File: config.mk
export PLATFORM = sky130hd
export DESIGN_NAME = mem_arbiter
export DESIGN_NICKNAME = d
export VERILOG_FILES = /design/src/rtl/mem_arbiter_pkg.sv /design/src/rtl/mem_arbiter_byte_assembler.sv /design/src/rtl/mem_arbiter.sv
export SDC_FILE = /design/constraint.sdc
export NUM_CORES = 1
export LEC_CHECK = 0
export BUFFER_PORTS_ARGS = -buffer_cell sky130_fd_sc_hd__buf_2
export CAP_MARGIN = 20
export CELL_PAD_IN_SITES_DETAIL_PLACEMENT = 0
export CELL_PAD_IN_SITES_GLOBAL_PLACEMENT = 1
export CORE_UTILIZATION = 25
export CTS_BUF_LIST = sky130_fd_sc_hd__clkbuf_8 sky130_fd_sc_hd__clkbuf_16
export DETAILED_ROUTE_END_ITERATION = 7
export PLACE_DENSITY = 0.56
export SLEW_MARGIN = 20
export SYNTH_ARGS = -nofsm -noshare
export SYNTH_HDL_FRONTEND = slang
export SYNTH_HIERARCHICAL = 1
export SYNTH_SLANG_ARGS = --single-unit
File: constraint.sdc
create_clock -name i_clk -period 7.8 [get_ports i_clk]
set_clock_uncertainty 0.1 [all_clocks]
set_input_delay 1.17 -clock i_clk [delete_from_list [all_inputs] [get_ports i_clk]]
set_output_delay 1.17 -clock i_clk [all_outputs]
set_load 0.01 [all_outputs]
File: src/rtl/mem_arbiter_pkg.sv
// Shared definitions for the unified byte-wide RAM arbiter.
// Latency: n/a (types, constants and helper functions only).
// Backpressure: n/a.
package mem_arbiter_pkg;

  localparam int RAM_ADDR_W = 17;
  localparam int WORD_W     = 32;

  typedef enum logic [2:0] {
    S_IDLE  = 3'd0,
    S_FETCH = 3'd1,
    S_LOAD  = 3'd2,
    S_STORE = 3'd3,
    S_RESP  = 3'd4
  } state_t;

  localparam logic [1:0] MEM_SIZE_B = 2'b00;
  localparam logic [1:0] MEM_SIZE_H = 2'b01;
  localparam logic [1:0] MEM_SIZE_W = 2'b10;

  localparam logic [RAM_ADDR_W-1:0] ZeroRamAddr = '0;
  localparam logic [WORD_W-1:0]     ZeroWord    = '0;

  // Instruction fetches are always a full word.
  localparam logic [2:0] FETCH_LEN = 3'd4;

  // Byte count for a load/store size code; the reserved code 11 behaves as a word.
  function automatic logic [2:0] size_to_len(input logic [1:0] size);
    case (size)
      MEM_SIZE_B: size_to_len = 3'd1;
      MEM_SIZE_H: size_to_len = 3'd2;
      MEM_SIZE_W: size_to_len = 3'd4;
      default:    size_to_len = 3'd4;
    endcase
  endfunction

  // Little-endian byte lane idx of a word.
  function automatic logic [7:0] word_byte(input logic [WORD_W-1:0] w, input logic [1:0] idx);
    word_byte = w[{idx, 3'b000} +: 8];
  endfunction

endpackage

File: src/rtl/mem_arbiter_byte_assembler.sv
// Collects single RAM bytes into a little-endian word, cleared when a new access starts.
// Latency: o_word_nxt is combinational from the current capture; the held word updates on the next edge.
// Backpressure: none; captures whenever i_cap_vld is high.
module mem_byte_assembler
  import mem_arbiter_pkg::*;
(
  input  logic              i_clk,
  input  logic              i_rst,
  input  logic              i_start,
  input  logic              i_cap_vld,
  input  logic [1:0]        i_idx,
  input  logic [7:0]        i_byte,
  output logic [WORD_W-1:0] o_word_nxt
);

  logic [WORD_W-1:0] r_word;

  // Next word: zeroed on start so unused upper bytes of short loads read as 0, else merge the captured byte.
  always_comb begin
    o_word_nxt = r_word;
    if (i_start) begin
      o_word_nxt = ZeroWord;
    end else if (i_cap_vld) begin
      o_word_nxt[{i_idx, 3'b000} +: 8] = i_byte;
    end
  end

  // Hold the partially assembled word between RAM cycles.
  always_ff @(posedge i_clk) begin
    if (i_rst) begin
      r_word <= ZeroWord;
    end else begin
      r_word <= o_word_nxt;
    end
  end

endmodule

File: src/rtl/mem_arbiter.sv
// Arbitrates IF and MEM onto one byte-wide RAM port (MEM > IF), splitting 1/2/4-byte accesses into byte cycles.
// Latency (accept edge to done, inclusive): read len+2 cycles, store len+1 cycles.
// Backpressure: requesters hold req until their done pulse; pc_changed aborts an in-flight fetch.
module mem_arbiter
  import mem_arbiter_pkg::*;
#(
  parameter int ADDR_W = RAM_ADDR_W,
  parameter int DATA_W = WORD_W
) (
  input  logic              i_clk,
  input  logic              i_rst,
  input  logic              i_if_req,
  input  logic [ADDR_W-1:0] i_if_addr,
  input  logic              i_pc_changed,
  output logic [DATA_W-1:0] o_if_data,
  output logic              o_if_done,
  input  logic              i_mem_req,
  input  logic              i_mem_we,
  input  logic [1:0]        i_mem_size,
  input  logic [ADDR_W-1:0] i_mem_addr,
  input  logic [DATA_W-1:0] i_mem_wdata,
  output logic [DATA_W-1:0] o_mem_rdata,
  output logic              o_mem_done,
  input  logic [7:0]        i_ram_din,
  output logic [ADDR_W-1:0] o_ram_addr,
  output logic [7:0]        o_ram_dout,
  output logic              o_ram_wr
);

  state_t            r_state;
  logic [2:0]        r_cnt;
  logic [2:0]        r_len;
  logic [ADDR_W-1:0] r_base;
  logic [DATA_W-1:0] r_wdata;

  logic              w_start;
  logic              w_cap_vld;
  logic [1:0]        w_cap_idx;
  logic [ADDR_W-1:0] w_addr_nxt;
  logic              w_more;
  logic [DATA_W-1:0] w_word_nxt;

  // Accept/capture decode shared by the FSM and the byte assembler.
  always_comb begin
    w_start    = (r_state == S_IDLE) && (i_mem_req || (i_if_req && !i_pc_changed));
    w_cap_vld  = ((r_state == S_FETCH) || (r_state == S_LOAD)) && (r_cnt != 3'd0);
    w_cap_idx  = 2'(r_cnt - 3'd1);
    w_addr_nxt = r_base + ADDR_W'(r_cnt + 3'd1);
    w_more     = (r_cnt + 3'd1) < r_len;
  end

  // ram_din lags ram_addr by one cycle, so byte cnt-1 arrives while the counter reads cnt.
  mem_byte_assembler u_asm (
    .i_clk      (i_clk),
    .i_rst      (i_rst),
    .i_start    (w_start),
    .i_cap_vld  (w_cap_vld),
    .i_idx      (w_cap_idx),
    .i_byte     (i_ram_din),
    .o_word_nxt (w_word_nxt)
  );

  // Sequencer: the RAM address/strobe for byte 0 is registered on the accept edge so data returns without a bubble.
  always_ff @(posedge i_clk) begin
    if (i_rst) begin
      r_state     <= S_IDLE;
      r_cnt       <= 3'd0;
      r_len       <= 3'd0;
      r_base      <= ZeroRamAddr;
      r_wdata     <= ZeroWord;
      o_if_data   <= ZeroWord;
      o_if_done   <= 1'b0;
      o_mem_rdata <= ZeroWord;
      o_mem_done  <= 1'b0;
      o_ram_addr  <= ZeroRamAddr;
      o_ram_dout  <= 8'h00;
      o_ram_wr    <= 1'b0;
    end else begin
      o_if_done  <= 1'b0;
      o_mem_done <= 1'b0;
      o_ram_wr   <= 1'b0;
      o_ram_dout <= 8'h00;
      case (r_state)
        S_IDLE: begin
          r_cnt <= 3'd0;
          if (i_mem_req) begin
            r_base     <= i_mem_addr;
            r_len      <= size_to_len(i_mem_size);
            r_wdata    <= i_mem_wdata;
            o_ram_addr <= i_mem_addr;
            if (i_mem_we) begin
              r_state    <= S_STORE;
              o_ram_wr   <= 1'b1;
              o_ram_dout <= word_byte(i_mem_wdata, 2'd0);
            end else begin
              r_state <= S_LOAD;
            end
          end else if (i_if_req && !i_pc_changed) begin
            r_state    <= S_FETCH;
            r_base     <= i_if_addr;
            r_len      <= FETCH_LEN;
            o_ram_addr <= i_if_addr;
          end
        end
        S_FETCH, S_LOAD: begin
          if ((r_state == S_FETCH) && i_pc_changed) begin
            r_state <= S_IDLE;
            r_cnt   <= 3'd0;
          end else if (r_cnt == r_len) begin
            r_state <= S_RESP;
            r_cnt   <= 3'd0;
            if (r_state == S_FETCH) begin
              o_if_done <= 1'b1;
              o_if_data <= w_word_nxt;
            end else begin
              o_mem_done  <= 1'b1;
              o_mem_rdata <= w_word_nxt;
            end
          end else begin
            r_cnt <= r_cnt + 3'd1;
            if (w_more) begin
              o_ram_addr <= w_addr_nxt;
            end
          end
        end
        S_STORE: begin
          if (w_more) begin
            r_cnt      <= r_cnt + 3'd1;
            o_ram_addr <= w_addr_nxt;
            o_ram_dout <= word_byte(r_wdata, r_cnt[1:0] + 2'd1);
            o_ram_wr   <= 1'b1;
          end else begin
            r_state    <= S_RESP;
            r_cnt      <= 3'd0;
            o_mem_done <= 1'b1;
          end
        end
        S_RESP: begin
          // The done pulse is already on the outputs this cycle; a redirect here just
          // returns to IDLE like any other completion and the IF stage discards the word.
          r_state <= S_IDLE;
          r_cnt   <= 3'd0;
        end
        default: begin
          r_state <= S_IDLE;
          r_cnt   <= 3'd0;
        end
      endcase
    end
  end

endmodule
======== Word-level counts from Yosys, hierarchy flattened ========
Cells that the tools add are included.
word-level totals
  register bits ........................... 182
  bits of input ports ..................... 82
  logic and storage cells ................. 94
operators by class
  add/sub/neg operators ................... 6
  $lt $le $gt $ge ......................... 1
  equality and inequality tests ........... 10
  shift-type cells ........................ 3
  multiplexer cells ....................... 37
  bitwise operators ....................... 4
  reductions and logical operators ........ 20
operators with widths
  cell                                                   number
  2-to-1 mux 17 bit                                      5
  2-to-1 mux 32 bit                                      2
  case mux 17 bit (3 select lines)                       1
  bitwise mux 32 bit                                     1
  variable shift 8 x 7 -> 32 bit (first input constant)  1
  variable part select 32 x 6 -> 8 bit                   1
  variable part select 8 x 7 -> 32 bit                   1
  2-to-1 mux 3 bit                                       10
  2-to-1 mux 8 bit                                       3
  adder 17 x 4 -> 17 bit                                 1
  case mux 8 bit (2 select lines)                        1
  case mux 3 bit (2 select lines)                        2
  AND reduction 4 bit                                    3
  2-to-1 mux 1 bit                                       9
  case mux 3 bit (3 select lines)                        1
  negator 5 -> 7 bit                                     1
  equality test 3 x 2 -> 1 bit (second input constant)   2
  inequality test 2 bit (second input constant)          3
  nonzero test 3 bit                                     2
  adder 3 x 1 -> 4 bit (second input constant)           1
  logical AND 1 bit                                      4
  inverter 1 bit                                         4
  case mux 1 bit (2 select lines)                        2
  AND reduction 2 bit                                    2
  17 further kinds                                       18

======== Depth between registers and ports, before layout ========
Gate-level depths: netlist (run 1).
  depth after elaboration ................. 6
  gate-level depth with buffers ........... 14
  depth with buffers taken out ............ 10

======== Cells and area by module ========
Netlist (run 1), hierarchy kept.
modules (own cells, without submodules)
  module              instances  cells an instance  area each (um2)
  mem_arbiter         1          765                6488.7
  mem_byte_assembler  1          177                1510.2

======== Least setup slack after synthesis (run 1) ========
OpenSTA, ideal clock, no wires.
  kind .................................... reg-to-reg
  start ................................... register r_cnt[0]
  end ..................................... register o_mem_rdata[13]
  library setup time ...................... 0.140 ns
  arrival ................................. 2.993 ns
  required time ........................... 7.560 ns
  slack ................................... 4.566 ns
  cell stages (with the launch flop) ...... 15
  path buffers ............................ 4
  clock period less this slack ............ 3.234 ns
  cells stage by stage .................... dfxtp_1 -> clkbuf_1 -> inv_1 -> ha_1 -> clkbuf_1 -> inv_1 -> inv_1 -> ha_1 -> and4bb_1 -> buf_6 -> buf_6 -> a32oi_1 -> nor2_1 -> nand2_1 -> a21oi_2
between the ends
  longest elaborated chain between the ends .. 6
  elaborated cells on any way between the ends .. 11
  classes of those cells .................. add/sub (2); eq/ne (1); shift (2); mux (3); reduce/logical (3)
ends and longest elaborated chain
  item                                                                                           RTL line                          RTL
  start, declared                                                                                mem_arbiter.sv:31                 logic [2:0] r_cnt;
  start signal, assigned                                                                         mem_arbiter.sv:120                r_cnt <= r_cnt + 3'd1;
  start signal, assigned                                                                         mem_arbiter.sv:128                r_cnt <= r_cnt + 3'd1;
  subtractor 2 x 1 -> 2 bit (*)                                                                  mem_arbiter.sv:47                 w_cap_idx = 2'(r_cnt - 3'd1);
  named net w_cap_idx[0]                                                                         mem_arbiter.sv:38                 logic [1:0] w_cap_idx;
  negator 5 -> 7 bit (*)                                                                         mem_arbiter_byte_assembler.sv:24  o_word_nxt[{i_idx, 3'b000} +: 8] = i_byte;
  variable part select 8 x 7 -> 32 bit / variable shift 8 x 7 -> 32 bit (equally long branches)  mem_arbiter_byte_assembler.sv:24
  bitwise mux 32 bit (*)                                                                         mem_arbiter_byte_assembler.sv:24
  2-to-1 mux 32 bit (*)                                                                          mem_arbiter_byte_assembler.sv:23  end else if (i_cap_vld) begin
  2-to-1 mux 32 bit (*)                                                                          mem_arbiter_byte_assembler.sv:21  if (i_start) begin
  named net w_word_nxt[13]                                                                       mem_arbiter.sv:41                 logic [DATA_W-1:0] w_word_nxt;
  end signal, assigned                                                                           mem_arbiter.sv:73                 o_mem_rdata <= ZeroWord;
  end signal, assigned                                                                           mem_arbiter.sv:117                o_mem_rdata <= w_word_nxt;
  end, declared                                                                                  mem_arbiter.sv:22                 output logic [DATA_W-1:0] o_mem_rdata,
Mark *: on every way through the listed nets, which the timed path passes. The rest lies on a longest branch.
A chain may end at the register's enable or synchronous reset.

======== Worst setup path in the final report (run 1) ========
  start ................................... register r_cnt[0]
  end ..................................... register o_ram_addr[11]
between the ends
  longest elaborated chain between the ends .. 6
  elaborated cells on any way between the ends .. 11
  classes of those cells .................. add/sub (3); order compare (1); eq/ne (2); mux (4); reduce/logical (1)
ends and longest elaborated chain
  item                                                                 RTL line                                RTL
  adder 3 x 1 -> 4 bit / adder 3 x 1 -> 3 bit (equally long branches)  mem_arbiter.sv:48, mem_arbiter.sv:49
  adder 17 x 4 -> 17 bit / < comparator 3 bit (equally long branches)  mem_arbiter.sv:48, mem_arbiter.sv:49
  2-to-1 mux 17 bit                                                    mem_arbiter.sv:121, mem_arbiter.sv:127
  2-to-1 mux 17 bit                                                    mem_arbiter.sv:109                      end else if (r_cnt == r_len) begin
  2-to-1 mux 17 bit                                                    mem_arbiter.sv:106                      if ((r_state == S_FETCH) && i_pc_changed) begin
  case mux 17 bit (3 select lines)                                     mem_arbiter.sv:83                       case (r_state)
  end signal, assigned                                                 mem_arbiter.sv:90                       o_ram_addr <= i_mem_addr;
  end signal, assigned                                                 mem_arbiter.sv:122                      o_ram_addr <= w_addr_nxt;
  end signal, assigned                                                 mem_arbiter.sv:129                      o_ram_addr <= w_addr_nxt;
  end, declared                                                        mem_arbiter.sv:25                       output logic [ADDR_W-1:0] o_ram_addr,
Parallel ways exist; a longest one is shown, timed or not. The select of a mux whose other input is x is not followed.

==> metrics.yaml, run 1 <==
end_kind: "flop"
cp_data_arrival_time_ps: 4380
fin_crit_ps: 4120
root_buffer: "clkbuf_16"
crit_family: "compound AO/OA/AOI/OAI gates"
slew_violations: 0
grt_pass1_wl_mm: 38.4
drt-total-wl_mm: 24.2
grt_overflow: 0
worst_slew_pin_slew_ps: 1060
cpMaxStageDelayCell: "a2111oi_4"
netlist_top_cells_count: "214 x nand2_1, 182 x dfxtp_1, 107 x nor2_1"
cp_num_buf_inv: 1
drc_errors: 0
vias: 6873
ir_drop_v: 0.000151
hold_path_class: "reg2reg"
grt_max_degree: 71
finalCritPeriodShare_pct: 52.8
die_area_um2: 32700
final_antenna_net_count: 0
gp_congestion: 0.739
nNetsFinal: 1169
first_pass_iters: 5
track_usage_pct: 15.0
ioPinCount: 174
timing.fmax_mhz: 243
grt_setup_unrepaired: "false"
core_um2: 31600
post-cts-setup-buffers: 0
holdWs_ps: 355
cts_inserted_buffers: 17
ctsResizeCount: 0
synth.most_common_cell: "nand2_1"
clock_latency_ps: 430
cts_max_level: 4
yosysTopAreaCell: "dfxtp_1"
yosys.area.top_type_share_pct: 45.5
antenna_found_initial: 2
total_leakage_power_nw: 3.89
drt_iter0_markers: 454
dp.final_hpwl_mm: 16.6
drive_gt1_share_pct: 26.6
area_growth_pct: 21.5
syn_nets: 1038
grt_busiest_layer: "met2"
synth_top_flop_cell: "dfxtp_1"
clkTransAtPathRegs_ps: 70
fp.dieW_um: 181
syn_avg_cell_area_um2: 8.49
grt_use_met1_pct: 20.7
crit_path_max_incr_delay_ps: 1010
cts.sinks: 182
max_slew_margin_pct: 29.4
io_buffers: 173
crit_type: "reg2reg"
async_reset_ff_share_pct: 0
die_h_um: 181
fp-row-count: 65
grt_pass1_vias: 6781
ys_seq_area_share_pct: 45.5
grtUsageMet2_pct: 23.3
yosysWarnings: 6
syn_area_um2: 8000
crit_fanout: 15
cap_violations: 0
grtUsageMet3_pct: 3.37
hold_buffers: 0
cts_tree: "yes"
hold_viol: 0
critical_path.most_common_cell: "ha_1"
tns_ps: 0
path_cells: "inv_1 -> ha_1 -> ha_1 -> nand3b_1 -> nand2_1 -> a2111oi_4 -> o311ai_0 -> a21oi_1"
viasPerCell: 4.62
synthDistinctLibCells: 64
synth_top_cells_by_area: "dfxtp_1 46%, nand2_1 10%, a21oi_1 5.9%"
setup_violations: 0
post_drt_wl_per_cell_um: 16.2
p_per_area_nw_per_um2: 243
start_kind: "flop"
outcome: "complete, no violations"
required_ps: 8060
synthCells: 942
synth_edf_count: 0
synth-seq-cells: 182
start_util_pct: 25.3
cts_buffer_depth: 2
## final timing paths
| check | start | to | slack [ps] | cells after the start |
|---|---|---|---|---|
| max reg2reg | r_cnt[0] | o_ram_addr[11] | 3680 | 8 |
| max | r_cnt[0] | o_ram_addr[11] | 3680 | 8 |
| min reg2reg | r_wdata[22] | r_wdata[22] | 350 | 2 |
| min | r_wdata[22] | r_wdata[22] | 350 | 2 |
## stage by stage
stage               instances  cell area (um2)  worst slack [ps]  total power (W)  utilization (%)
finish                   1489             9720              3680          0.00236             30.8
global route             1489             9720              3270          0.00249             30.8
floorplan                 942             8000              4570          0.00137                -
global placement         1455             9100              3730          0.00151             28.8
detailed placement       1455             9100              3550          0.00151             28.8
CTS                      1487             9700              3530          0.00239             30.7
## layout by cell type, fill, tap and decap left out, types with 11 or more instances in the layout
cell / instances
buf_4: 11
nand2_1: 214
buf_2: 172
a32oi_1: 21
mux2i_1: 19
a21oi_1: 94
o211ai_1: 12
inv_1: 13
dfxtp_1: 182
a21oi_2: 20
ha_1: 13
nor2_1: 107
and2_1: 11
clkbuf_16: 17
a211oi_1: 18
nand2_2: 20
a22oi_1: 18
## worst min-delay path, delay by kind of cell (launching register included)
kind	cells	cell delay, ps
AOI/OAI and AO/OA	1	50
DFF	1	310
and+or+nand+nor	1	50
## power by group
part	total [W]	switching [W]	leakage [nW]	internal, W
clock	0.000879	0.000442	0.290	0.000437
combinational	0.000434	0.000285	2.13	0.000150
sequential	0.00104	0.0000524	1.48	0.000992
## routing by layer
metal | wire length (um) | vias up
met4 | 174 | 2
met1 | 11900 | 3216
li1 | - | 3493
met3 | 1140 | 11
met5 | 11 | -
met2 | 10900 | 151
## state kept, by name, summed over array words and instances (netlist names)
register,count
r_cnt,3
o_ram_wr,1
o_ram_dout,8
o_ram_addr,17
o_mem_rdata,32
o_if_data,32
o_mem_done,1
r_len,3
u_asm/r_word,32
r_state,3
o_if_done,1
r_base,17
r_wdata,32
## final cells by class
cell class,count,area [um2]
fillers,3470,21800
multi-input cells,674,3960
flip-flops and latches,182,3640
repair buffers,184,957
well taps,402,503
clock buffers,17,425
clock inverters,15,173
inverters,14,52.6
diodes,1,2.50
## cell families after synthesis
family	Yosys count	share of synthesized area [%]
compound gates	214	18.4
xor+xnor	13	1.42
simple gates	406	22.6
buf+inv	86	5.16
mux	27	4.63
fa+ha+maj	14	2.28
flops	182	45.5
Note: power is estimated with default switching activity, not from simulation.
==> inputs of run 2 (changes only) <==
Settings changed: PLACE_DENSITY 0.56 to 0.58.
Clock period 7.8 ns to 3.7 ns, I/O delays scaled along.
==> run 2 against run 1 <==
  * First-iteration DRC count down 4.0%
  * Total power up 120%
  * Final cell count up 0.27%
  * Sequential power up 110%
  * Critical endpoint is now o_if_data[11]
==> metrics.yaml, run 2 (synthesis gave the netlist of run 1 again) <==
outcome: "complete, no violations"
grtUsageMet2_pct: 23.8  # +0.51 points
grt_setup_unrepaired: "false"
die_area_um2: 32700  # unchanged
ir_drop_v: 0.000297  # +96%
r2r-start: "r_cnt[0]"
drc_errors: 0  # unchanged
fin_crit_ps: 2970  # -1150 ps
cts.sinks: 182  # unchanged
crit_type: "reg2reg"
cts_max_level: 4  # unchanged
setup_violations: 0  # unchanged
cts_inserted_buffers: 17  # unchanged
startpoint: "r_cnt[0]"
hold_depth: 3  # +1
hold_buffers: 0  # unchanged
antenna_found_initial: 1  # -1
die_h_um: 181  # unchanged
io_buffers: 173  # unchanged
crit_fanout: 16  # +1
grt_pass1_wl_mm: 39.5  # +3.0%
clock_latency_ps: 440  # about the same
vias: 6997  # +1.8%
finalCritPeriodShare_pct: 80.2  # +27 points
drt-total-wl_mm: 24.4  # +1.2%
ctsResizeCount: 0  # unchanged
area_growth_pct: 22.6
post_drt_wl_per_cell_um: 16.4  # +0.95%
worstHoldEndpoint: "r_wdata[8]"
holdWs_ps: 259  # -95.8 ps
cts_tree: "yes"
cp_data_arrival_time_ps: 3230  # -1150 ps
grt_overflow: 0  # unchanged
clkTransAtPathRegs_ps: 70  # about the same
required_ps: 3960  # -4100 ps
total_leakage_power_nw: 3.95  # +1.5%
end_kind: "flop"
grt_pass1_vias: 6840  # +0.87%
gp_congestion: 0.714  # -3.5%
layout_commonest_cell: "nand2_1"
cap_violations: 0  # unchanged
nNetsFinal: 1175  # +0.51%
worst_slew_pin_slew_ps: 893  # -167 ps
fp.dieW_um: 181  # unchanged
grt_max_degree: 47  # -34%
tns_ps: 0  # unchanged
slew_violations: 0  # unchanged
grt_use_met1_pct: 21.2  # +0.50 points
p_per_area_nw_per_um2: 532  # +120%
final_antenna_net_count: 0  # unchanged
drt_iter0_markers: 436  # -4.0%
post-cts-setup-buffers: 0  # unchanged
start_kind: "flop"
dp.final_hpwl_mm: 16.5  # -0.56%
fin_cells: 1493  # +0.27%
cts_buffer_depth: 2  # unchanged
ff2ff_path_depth: 10  # +2
core_um2: 31600  # unchanged
start_util_pct: 25.3  # unchanged
hold_path_class: "in2reg"
hold_viol: 0  # unchanged
first_pass_iters: 4  # -1
grt_busiest_layer: "met2"
grtUsageMet3_pct: 3.97  # +0.60 points
viasPerCell: 4.69  # +1.5%
hold_start: "i_mem_wdata[8]"
dpl.cell_count: 1462  # +0.48%
drive_gt1_share_pct: 26.8  # +0.18 points
timing.fmax_mhz: 337  # +39%
ioPinCount: 174  # unchanged
track_usage_pct: 15.5  # +0.54 points
layout_common_cells: "214 x nand2_1, 182 x dfxtp_1, 172 x buf_2"
r2r_end: "o_if_data[11]"
max_slew_margin_pct: 40.4  # +11 points
worst-r2r-setup-slack_ps: 730  # -2950 ps
root_buffer: "clkbuf_16"
fp-row-count: 65  # unchanged
## run 2: changes by cell type in the layout (fill, tap and decap cells not counted), sizes merged
cell    change
inv         -8
clkbuf      -1
buf         +7
bufinv      +6
## run 2: how the worst max path moves through the flow
| stage | to | slack, ps | cells after the start |
|---|---|---|---|
| floorplan | o_mem_rdata[13] | 470 | 14 |
| global route | o_mem_rdata[9] | 410 | 10 |
| detailed placement | o_mem_rdata[11] | 730 | 8 |
| CTS | o_mem_rdata[11] | 690 | 8 |
| global placement | o_mem_rdata[8] | 770 | 8 |
| finish | o_if_data[11] | 730 | 10 |
## run 2: layout make-up
cell class,instances,area [um2]
clock inverter,13,229
inverter,14,52.6
sequential,182,3640
clock buffer,17,425
fill,3415,21700
timing repair buffer,190,996
antenna,1,2.50
multi-input combinational,674,3950
tap,402,503
## run 2: through the flow
step	power (W)	worst slack (ps)	utilization (%)	instance area (um2)
after floorplan	0.00288	466	-	8000
after global placement	0.00319	770	29.0	9150
after detailed placement	0.00320	732	29.0	9150
after CTS	0.00530	694	31.1	9800
after global routing	0.00550	415	31.1	9800
final	0.00522	732	31.1	9810
## run 2: routing by layer
| metal | routed length [um] | vias to the layer above |
|---|---|---|
| li1 | - | 3512 |
| met1 | 12000 | 3322 |
| met2 | 10800 | 144 |
| met3 | 1300 | 19 |
| met4 | 278 | 0 |
| met5 | 0 | - |
## run 2: critical path, cell delays in order, from the launching register on
cell      delay, ps
dfxtp_1         310
inv_1           210
ha_1            300
inv_1           120
inv_1            90
ha_1            290
and4bb_1        840
a32oi_1         270
nor2_1          170
nand2_1          70
a21oi_1         130
## run 2: power breakdown
group / switching, W / leakage (nW) / internal (W)
combinational: 0.000609 / 2.15 / 0.000324
sequential: 0.000103 / 1.48 / 0.00209
clock: 0.000826 / 0.319 / 0.00126
total: 0.00154 / 3.95 / 0.00368
